==> src/rtl/multicycle_control.sv <==
`default_nettype none
// ============================================================================
// Module   : multicycle_control
// Purpose  : FETCH/DECODE/EXEC/MEM/WB sequencer that drives the 16-bit CPU
//            datapath enables. Optional stall counter under STALL_CNT_EN.
// Revision : 1.0  initial release
// ============================================================================
module multicycle_control #(
    parameter int OPCODE_W = 4,
    parameter int CNT_W    = 16
) (
    input  logic                clk,
    input  logic                rst,
    input  logic [OPCODE_W-1:0] opcode,
    input  logic                mem_ready,
    output logic                reg_dst,
    output logic                branch,
    output logic                beq,
    output logic                jump,
    output logic                mem_to_reg,
    output logic                mem_read,
    output logic                mem_write,
    output logic                alu_src,
    output logic                reg_write,
    output logic                ir_write,
    output logic                pc_write,
    output logic                retire,
    output logic                halted,
    output logic                illegal,
    output logic [2:0]          state
`ifdef STALL_CNT_EN
   ,output logic [CNT_W-1:0]    stall_count
`endif
);

    typedef enum logic [2:0] {
        c_IDLE   = 3'd0,
        c_FETCH  = 3'd1,
        c_DECODE = 3'd2,
        c_EXEC   = 3'd3,
        c_MEM    = 3'd4,
        c_WB     = 3'd5,
        c_HALTED = 3'd6
    } state_t;

    localparam logic [3:0] c_OP_ADD  = 4'h0;
    localparam logic [3:0] c_OP_SUB  = 4'h1;
    localparam logic [3:0] c_OP_AND  = 4'h2;
    localparam logic [3:0] c_OP_OR   = 4'h3;
    localparam logic [3:0] c_OP_ADDI = 4'h4;
    localparam logic [3:0] c_OP_LW   = 4'h5;
    localparam logic [3:0] c_OP_SW   = 4'h6;
    localparam logic [3:0] c_OP_BEQ  = 4'h7;
    localparam logic [3:0] c_OP_BNE  = 4'h8;
    localparam logic [3:0] c_OP_JMP  = 4'h9;
    localparam logic [3:0] c_OP_HALT = 4'hF;

    if (OPCODE_W < 4 || CNT_W < 1) begin : g_param_check
        $error("multicycle_control: OPCODE_W must be >= 4 and CNT_W >= 1");
    end

    state_t     r_state;
    state_t     w_next_state;
    logic [3:0] r_op_q;
    logic       r_illegal;
    logic       w_set_illegal;
    logic [3:0] w_op_lo;
    logic       w_op_legal;

    // Only legal opcodes ever reach EXEC, so the latch keeps just the low nibble.
    assign w_op_lo    = opcode[3:0];
    assign w_op_legal = ((opcode >> 4) == {OPCODE_W{1'b0}}) &&
                        !((w_op_lo >= 4'hA) && (w_op_lo <= 4'hE));

    always_ff @(posedge clk) begin
        if (rst) begin
            r_state   <= c_IDLE;
            r_op_q    <= 4'h0;
            r_illegal <= 1'b0;
        end else begin
            r_state <= w_next_state;
            if (r_state == c_DECODE) begin
                r_op_q <= w_op_lo;
            end
            if (w_set_illegal) begin
                r_illegal <= 1'b1;
            end
        end
    end

    always_comb begin
        w_next_state  = r_state;
        w_set_illegal = 1'b0;
        reg_dst       = 1'b0;
        branch        = 1'b0;
        beq           = 1'b0;
        jump          = 1'b0;
        mem_to_reg    = 1'b0;
        mem_read      = 1'b0;
        mem_write     = 1'b0;
        alu_src       = 1'b0;
        reg_write     = 1'b0;
        ir_write      = 1'b0;
        pc_write      = 1'b0;
        retire        = 1'b0;
        halted        = 1'b0;
        illegal       = r_illegal;
        state         = r_state;

        case (r_state)
            c_IDLE: w_next_state = c_FETCH;
            c_FETCH: begin
                mem_read = 1'b1;
                if (mem_ready) begin
                    ir_write     = 1'b1;
                    pc_write     = 1'b1;
                    w_next_state = c_DECODE;
                end
            end
            c_DECODE: begin
                if (!w_op_legal) begin
                    w_next_state  = c_HALTED;
                    w_set_illegal = 1'b1;
                end else if (w_op_lo == c_OP_HALT) begin
                    w_next_state = c_HALTED;
                end else if (w_op_lo == c_OP_JMP) begin
                    jump         = 1'b1;
                    retire       = 1'b1;
                    w_next_state = c_FETCH;
                end else begin
                    w_next_state = c_EXEC;
                end
            end
            c_EXEC: begin
                case (r_op_q)
                    c_OP_ADD, c_OP_SUB, c_OP_AND, c_OP_OR: w_next_state = c_WB;
                    c_OP_ADDI: begin
                        alu_src      = 1'b1;
                        w_next_state = c_WB;
                    end
                    c_OP_LW, c_OP_SW: begin
                        alu_src      = 1'b1;
                        w_next_state = c_MEM;
                    end
                    c_OP_BEQ, c_OP_BNE: begin
                        branch       = 1'b1;
                        beq          = (r_op_q == c_OP_BEQ);
                        retire       = 1'b1;
                        w_next_state = c_FETCH;
                    end
                    default: w_next_state = c_FETCH;
                endcase
            end
            c_MEM: begin
                mem_read  = (r_op_q == c_OP_LW);
                mem_write = (r_op_q != c_OP_LW);
                if (mem_ready) begin
                    if (r_op_q == c_OP_LW) begin
                        w_next_state = c_WB;
                    end else begin
                        retire       = 1'b1;
                        w_next_state = c_FETCH;
                    end
                end
            end
            c_WB: begin
                reg_write    = 1'b1;
                reg_dst      = (r_op_q <= c_OP_OR);
                mem_to_reg   = (r_op_q == c_OP_LW);
                alu_src      = (r_op_q == c_OP_ADDI);
                retire       = 1'b1;
                w_next_state = c_FETCH;
            end
            c_HALTED: halted = 1'b1;
            default: w_next_state = c_IDLE;
        endcase

        // Reset silences the datapath immediately, even mid-instruction.
        if (rst) begin
            reg_dst    = 1'b0;
            branch     = 1'b0;
            beq        = 1'b0;
            jump       = 1'b0;
            mem_to_reg = 1'b0;
            mem_read   = 1'b0;
            mem_write  = 1'b0;
            alu_src    = 1'b0;
            reg_write  = 1'b0;
            ir_write   = 1'b0;
            pc_write   = 1'b0;
            retire     = 1'b0;
            halted     = 1'b0;
            illegal    = 1'b0;
            state      = 3'd0;
        end
    end

`ifdef STALL_CNT_EN
    logic [CNT_W-1:0] r_stall_count;
    logic             w_stall;

    assign w_stall = ((r_state == c_FETCH) || (r_state == c_MEM)) && !mem_ready;

    always_ff @(posedge clk) begin
        if (rst) begin
            r_stall_count <= '0;
        end else if (w_stall && (r_stall_count != {CNT_W{1'b1}})) begin
            r_stall_count <= r_stall_count + 1'b1;
        end
    end

    assign stall_count = rst ? '0 : r_stall_count;
`endif

endmodule
`default_nettype wire
==> config.mk <==
export PLATFORM = sky130hd
export DESIGN_NAME = multicycle_control
export DESIGN_NICKNAME = d
export VERILOG_FILES = /design/src/rtl/multicycle_control.sv
export SDC_FILE = /design/constraint.sdc
export NUM_CORES = 1
export LEC_CHECK = 0
export BUFFER_PORTS_ARGS = -buffer_cell sky130_fd_sc_hd__buf_2
export CAP_MARGIN = 20
export CORE_MARGIN = 2
export CORE_UTILIZATION = 46
export CTS_BUF_LIST = sky130_fd_sc_hd__clkbuf_4 sky130_fd_sc_hd__clkbuf_8
export DETAILED_ROUTE_END_ITERATION = 8
export PLACE_DENSITY = 0.76
export SLEW_MARGIN = 40
export SYNTH_ARGS = -nofsm -noshare
export SYNTH_HDL_FRONTEND = slang
export SYNTH_SLANG_ARGS = --single-unit
==> constraint.sdc <==
create_clock -name clk -period 1.9 [get_ports clk]
set_clock_uncertainty 0.15 [all_clocks]
set_input_delay 0.285 -clock clk [delete_from_list [all_inputs] [get_ports clk]]
set_output_delay 0.285 -clock clk [all_outputs]
set_load 0.05 [all_outputs]
==> results of run 1 <==
## area by class of cell
cell class	count	area [µm²]	share of cell area [%]
clock buffer	3	22.5	1.90
tap	15	18.8	1.59
sequential	8	175	14.8
timing repair buffer	45	368	31.1
multi-input combinational	64	584	49.4
inverter	4	15.0	1.27
## worst min path at each step
| stage | start | endpoint | slack [ps] | depth (start not counted) |
|---|---|---|---|---|
| after floorplan | opcode[0] | r_op_q[0]$_SDFFE_PP0P_ | 280 | 2 |
| after global placement | r_illegal$_SDFFE_PP0P_ | r_illegal$_SDFFE_PP0P_ | 300 | 2 |
| after detailed placement | r_illegal$_SDFFE_PP0P_ | r_illegal$_SDFFE_PP0P_ | 320 | 2 |
| after CTS | opcode[0] | r_op_q[0]$_SDFFE_PP0P_ | 140 | 3 |
| after global routing | opcode[0] | r_op_q[0]$_SDFFE_PP0P_ | 170 | 3 |
| final | opcode[0] | r_op_q[0]$_SDFFE_PP0P_ | 140 | 3 |
## logic make-up (layout without fill, tap and decap cells)
kind of cell	Yosys count	after routing
XOR/XNOR	1	1
buffers and inverters	13	52
multiplexers	4	4
AND/OR/NAND/NOR	42	42
flip-flops	8	8
AO/OA/AOI/OAI	17	17
## registers in the layout, summed over array words and instances (netlist names)
| name | flops |
|---|---|
| r_state | 3 |
| r_illegal | 1 |
| r_op_q | 4 |
## power by group
| group | switching, W | internal, W |
|---|---|---|
| clock network | 0.0000696 | 0.0000730 |
| logic | 0.000111 | 0.0000858 |
| registers | 0.0000142 | 0.000176 |
| total | 0.000195 | 0.000334 |
## metrics by stage
| step | TNS [ps] | worst slack [ps] | total power [W] | instances |
|---|---|---|---|---|
| CTS | -224 | -114 | 0.000480 | 132 |
| detailed placement | 0 | 62.0 | 0.000335 | 129 |
| floorplan | -200 | -177 | 0.000299 | 85 |
| finish | -529 | -182 | 0.000530 | 139 |
| global placement | 0 | 68.4 | 0.000331 | 129 |
| global route | -1020 | -226 | 0.000554 | 139 |
## cells in the final DEF, fill, tap and decap left out, types with 4 or more instances in the layout
| cell | count |
|---|---|
| buf_2 | 12 |
| inv_1 | 4 |
| mux2i_1 | 4 |
| a21oi_1 | 4 |
| nor2_1 | 9 |
| buf_4 | 19 |
| buf_6 | 12 |
## repair_timing
action                     4_1_cts  5_1_grt
pin swaps                        2       11
setup endpoints to repair       11       10
resized for setup               20       40
buffers inserted                 0        7
hold buffers                     0        0
## worst max-delay path: cells and delay by family, from the launching register on
family                 cells  cell delay, ps
AND/OR/NAND/NOR            2             460
AO/OA/AOI/OAI              2             260
flip-flops                 1             350
buffers and inverters      2             320
## routing by layer
metal  track usage [%]  part of all wire [%]  wire length (µm)  vias up
met3              4.78                   3.8                98        5
met2              38.4                    55              1400       31
met5                 0                     0                 0        -
met1              27.2                    40              1020      400
li1                  -                     -                 -      383
met4              12.9                   1.6                40        0
==> results.toml, run 1 <==
[floorplan]
rows = 13
core_um2 = 1300
die_area_um2 = 1720
die_h_um = 41.5
die_w_um = 41.5
top_level_ports = 24
initial_utilization_pct = 49.6

[power]
power.leakage_nw = 0.535
p_per_area_nw_per_um2 = 447
vdd_drop_max_mv = 0.504

[logic_synthesis]
ys_seq_elements = 8
synth_nets = 92
synthAdderAreaFrac_pct = 0
yosysSeqAreaShare_pct = 24.8
synthesis.instances = 85
synth_compound_area_share_pct = 18.8
synthTopCellsByCount = "11 x nor2_1, 8 x dfxtp_1, 7 x a21oi_1, 7 x nor2b_1, 5 x nor3_1"
yosysMostFrequentCell = "nor2_1"
synth_edf_count = 0
synth.avg_cell_area_um2 = 7.60
yosys.area_share.simple_pct = 37.8
ys_types = 31
synth_area_um2 = 646
synth_top_family_by_area = "simple AND/OR/NAND/NOR gates"
synthArstFlopShare_pct = 0
synth_xor_area_share_pct = 1.36
synth_top_area_share_pct = 24.8
yosys_warnings = 0
synthTopCellsByArea = "dfxtp_1 25%, nor2b_1 6.8%, nor2_1 6.4%, mux2i_1 6.2%, a21oi_1 5.4%"
synth-main-ff-cell = "dfxtp_1"
synth_area_leader_cell = "dfxtp_1"
synth_mux_area_share_pct = 6.20

[cts]
htreeDepth = 1
cts.sinks = 8
cts_buffers = 3
cts_max_path_buffers = 2
insertion_delay_ps = 270
clkSlewWorstSetupHoldPaths_ps = 60
cts_tree = "yes"
root_buffer = "clkbuf_4"

[routing]
drt.antenna.violating_nets = 0
firstDrtPassIters = 4
drc = 0
initialDrtViolationCount = 18
wire_per_inst_um = 18.4
drt-total-wl_mm = 2.56
avgViaCountPerCell = 5.89
vias = 819

[finish]
syn2layout_area_growth_pct = 83.3
finalInstanceArea_um2 = 1180
fin_nets = 133
n_antenna_cell = 0
fillCellCount = 51
fin_util_pct = 91.0
drive_gt1_share_pct = 66.9

[timing]
timing.slew.headroom_pct = 78.1
final-hold-violation-count = 0
min_period_ps = 2080
slew_violations = 0
worstMarginPinSlew_ps = 325
setup_slack_ps = -182
max_freq_ghz = 0.480
whs_ps = 143
rsz0062_at_grt = "true"
setup_violations = 6
timing.final.crit_share_pct = 110

[critical_path]
crit_path_end_kind = "output port"
worstPathMaxFanout = 5
reg2reg_depth = 6
critPathArrivalTime_ps = 1650
r2r-end = "r_state[2]$_SDFFE_PP0P_"
critPathSlowestCell = "or3_4"
crit_path_start = "r_op_q[0]$_SDFFE_PP0P_"
max_stage_delay_ps = 370
crit_type = "reg2out"
startpoint_type = "register"
r2r_slack_ps = 170
cp.required_ps = 1460
crit_end = "retire"
cp_cell_sequence = "buf_4, nand2_2, or3_4, a21oi_4, o22ai_2, buf_6"
r2r-start = "r_state[1]$_SDFFE_PP0P_"

[min_path]
hold_path.class = "in2reg"

[placed_design]
postPlaceCellArea_um2 = 915
gp_congestion = 0.790
dpl.hpwl_mm = 1.29
io_buffers = 23

[status]
status = "finished with violations"
violations = "setup timing"

[job]
max-cap-violations = 0

[grt]
grt_first_pass_wirelength_mm = 3.15
grt_pass1_vias = 744
overflow = 0
antenna_found_initial = 0
grt_use_total_pct = 23.0
grt_max_degree = 13
No activity file was read; power rests on OpenSTA's default activity.
==> run 2: changes to the inputs <==
==> constraint.sdc (replaced) <==
create_clock -name clk -period 2.2 [get_ports clk]
set_clock_uncertainty 0.15 [all_clocks]
set_input_delay 0.33 -clock clk [delete_from_list [all_inputs] [get_ports clk]]
set_output_delay 0.33 -clock clk [all_outputs]
set_load 0.05 [all_outputs]
==> results.toml, run 2 (synthesized netlist as in run 1, its figures left out) <==
[timing]
timing.final.crit_share_pct = 97.1
worstMarginPinSlew_ps = 350
min_period_ps = 2140
slew_violations = 0
whs_ps = 185
timing.slew.headroom_pct = 76.6
setup_violations = 0
final-hold-violation-count = 0
max_freq_ghz = 0.468

[critical_path]
startpoint_type = "register"
crit_end = "alu_src"
crit_type = "reg2out"
r2r-end = "r_state[2]$_SDFFE_PP0P_"
r2r-start = "r_state[1]$_SDFFE_PP0P_"
r2r_slack_ps = 520
crit_path_start = "r_state[2]$_SDFFE_PP0P_"
worstPathMaxFanout = 11
cp.required_ps = 1720
critPathArrivalTime_ps = 1660
crit_path_end_kind = "output port"
reg2reg_depth = 5

[finish]
top_register = "r_op_q"
syn2layout_area_growth_pct = 33.5
fillCellCount = 115
fin_nets = 117
final_common_cell = "buf_2"
drive_gt1_share_pct = 46.3
n_antenna_cell = 0
seq_area_um2 = 166
fin_util_pct = 66.3
largest_reg_flops = 4
top_regs = "r_op_q: 4 flops, r_state: 3 flops, r_illegal: 1 flops"
mostFrequentLayoutCells = "21 x buf_2, 10 x nor2_1, 7 x a21oi_1"
multi_input_area_um2 = 470

[routing]
avgViaCountPerCell = 5.46
initialDrtViolationCount = 12
drt.antenna.violating_nets = 0
vias = 671
drc = 0
wire_per_inst_um = 13.0
firstDrtPassIters = 4
drt-total-wl_mm = 1.60

[grt]
grt_max_degree = 15
overflow = 0
grt_use_total_pct = 17.9
grt_util_met3_pct = 3.04
grt_first_pass_wirelength_mm = 2.48
grt_use_met1_pct = 22.4
met2_usage_pct = 30.9
grt_busiest_layer = "met2"
antenna_found_initial = 0
grt_pass1_vias = 584

[cts]
hold_buffers = 0
cts_max_path_buffers = 2
insertion_delay_ps = 250
cts.sinks = 8
cts_buffers = 3
cts_tree = "yes"
cts_setup_buffers = 0
root_buffer = "clkbuf_4"
htreeDepth = 1
clkSlewWorstSetupHoldPaths_ps = 50

[floorplan]
core_um2 = 1300
die_area_um2 = 1720
top_level_ports = 24
die_h_um = 41.5
initial_utilization_pct = 49.6
rows = 13
die_w_um = 41.5

[job]
max-cap-violations = 0

[placed_design]
dpl.hpwl_mm = 1.23
gp_congestion = 0.747
io_buffers = 23

[power]
p_per_area_nw_per_um2 = 449
vdd_drop_max_mv = 0.314
power.leakage_nw = 0.407

[status]
status = "completed"

[min_path]
hold_path.class = "in2reg"
run 2: cell count changes in the layout (fill, tap and decap cells not counted), moves of 3 or more:
cell / change
a21oi_1: +3
buf_2: +9
buf_4: -13
buf_6: -11
dfxtp_4: -3
nor3_4: -3
run 2: per-stage QoR:
stage | TNS, ps | total power, W | cells | worst slack, ps | cell area (µm²)
6_report | 0 | 0.000387 | 123 | 63.2 | 862
5_1_grt | -17.9 | 0.000404 | 123 | -17.9 | 862
4_1_cts | 0 | 0.000384 | 123 | 29.8 | 835
3_5_place_dp | 0 | 0.000272 | 120 | 240 | 808
3_3_place_gp | 0 | 0.000269 | 120 | 248 | 808
2_1_floorplan | 0 | 0.000250 | 85 | 7.23 | 686
run 2: timing repair:
action                                  CTS  global route
resized for setup                         2             8
endpoints found under the setup margin    2             3
pin swaps                                 0             0
run 2: final cells by class:
class,instances,area share (%)
Clock buffer,3,2.61
Inverter,4,1.74
Multi-Input combinational cell,64,54.6
Sequential cell,8,19.3
Tap cell,15,2.18
Timing Repair Buffer,29,19.6
run 2: layer usage:
layer / wire length (µm) / part of all wire (%) / up-vias
li1: - / - / 345
met1: 691 / 43 / 296
met2: 789 / 49 / 24
met3: 85 / 5.3 / 6
met4: 37 / 2.3 / 0
met5: 0 / 0 / -
run 2: critical path, cell delays in order (launching register included):
cell       delay, ps
dfxtp_1          520
nand4bb_1        170
o21a_1           200
o22ai_1          120
and2_1           160
clkbuf_4         230
run 2: worst min-delay path by stage:
stage,from,endpoint,slack [ps],cells past startpoint
floorplan,r_illegal$_SDFFE_PP0P_,r_illegal$_SDFFE_PP0P_,280,2
CTS,rst,r_op_q[2]$_SDFFE_PP0P_,180,2
global route,rst,r_op_q[2]$_SDFFE_PP0P_,190,2
global placement,r_illegal$_SDFFE_PP0P_,r_illegal$_SDFFE_PP0P_,300,2
finish,rst,r_op_q[2]$_SDFFE_PP0P_,190,2
detailed placement,r_illegal$_SDFFE_PP0P_,r_illegal$_SDFFE_PP0P_,330,2
run 2: report_power, final:
group | internal (W) | switching (W)
Sequential | 0.000153 | 0.0000174
Clock | 0.0000624 | 0.0000499
Combinational | 0.0000399 | 0.0000644
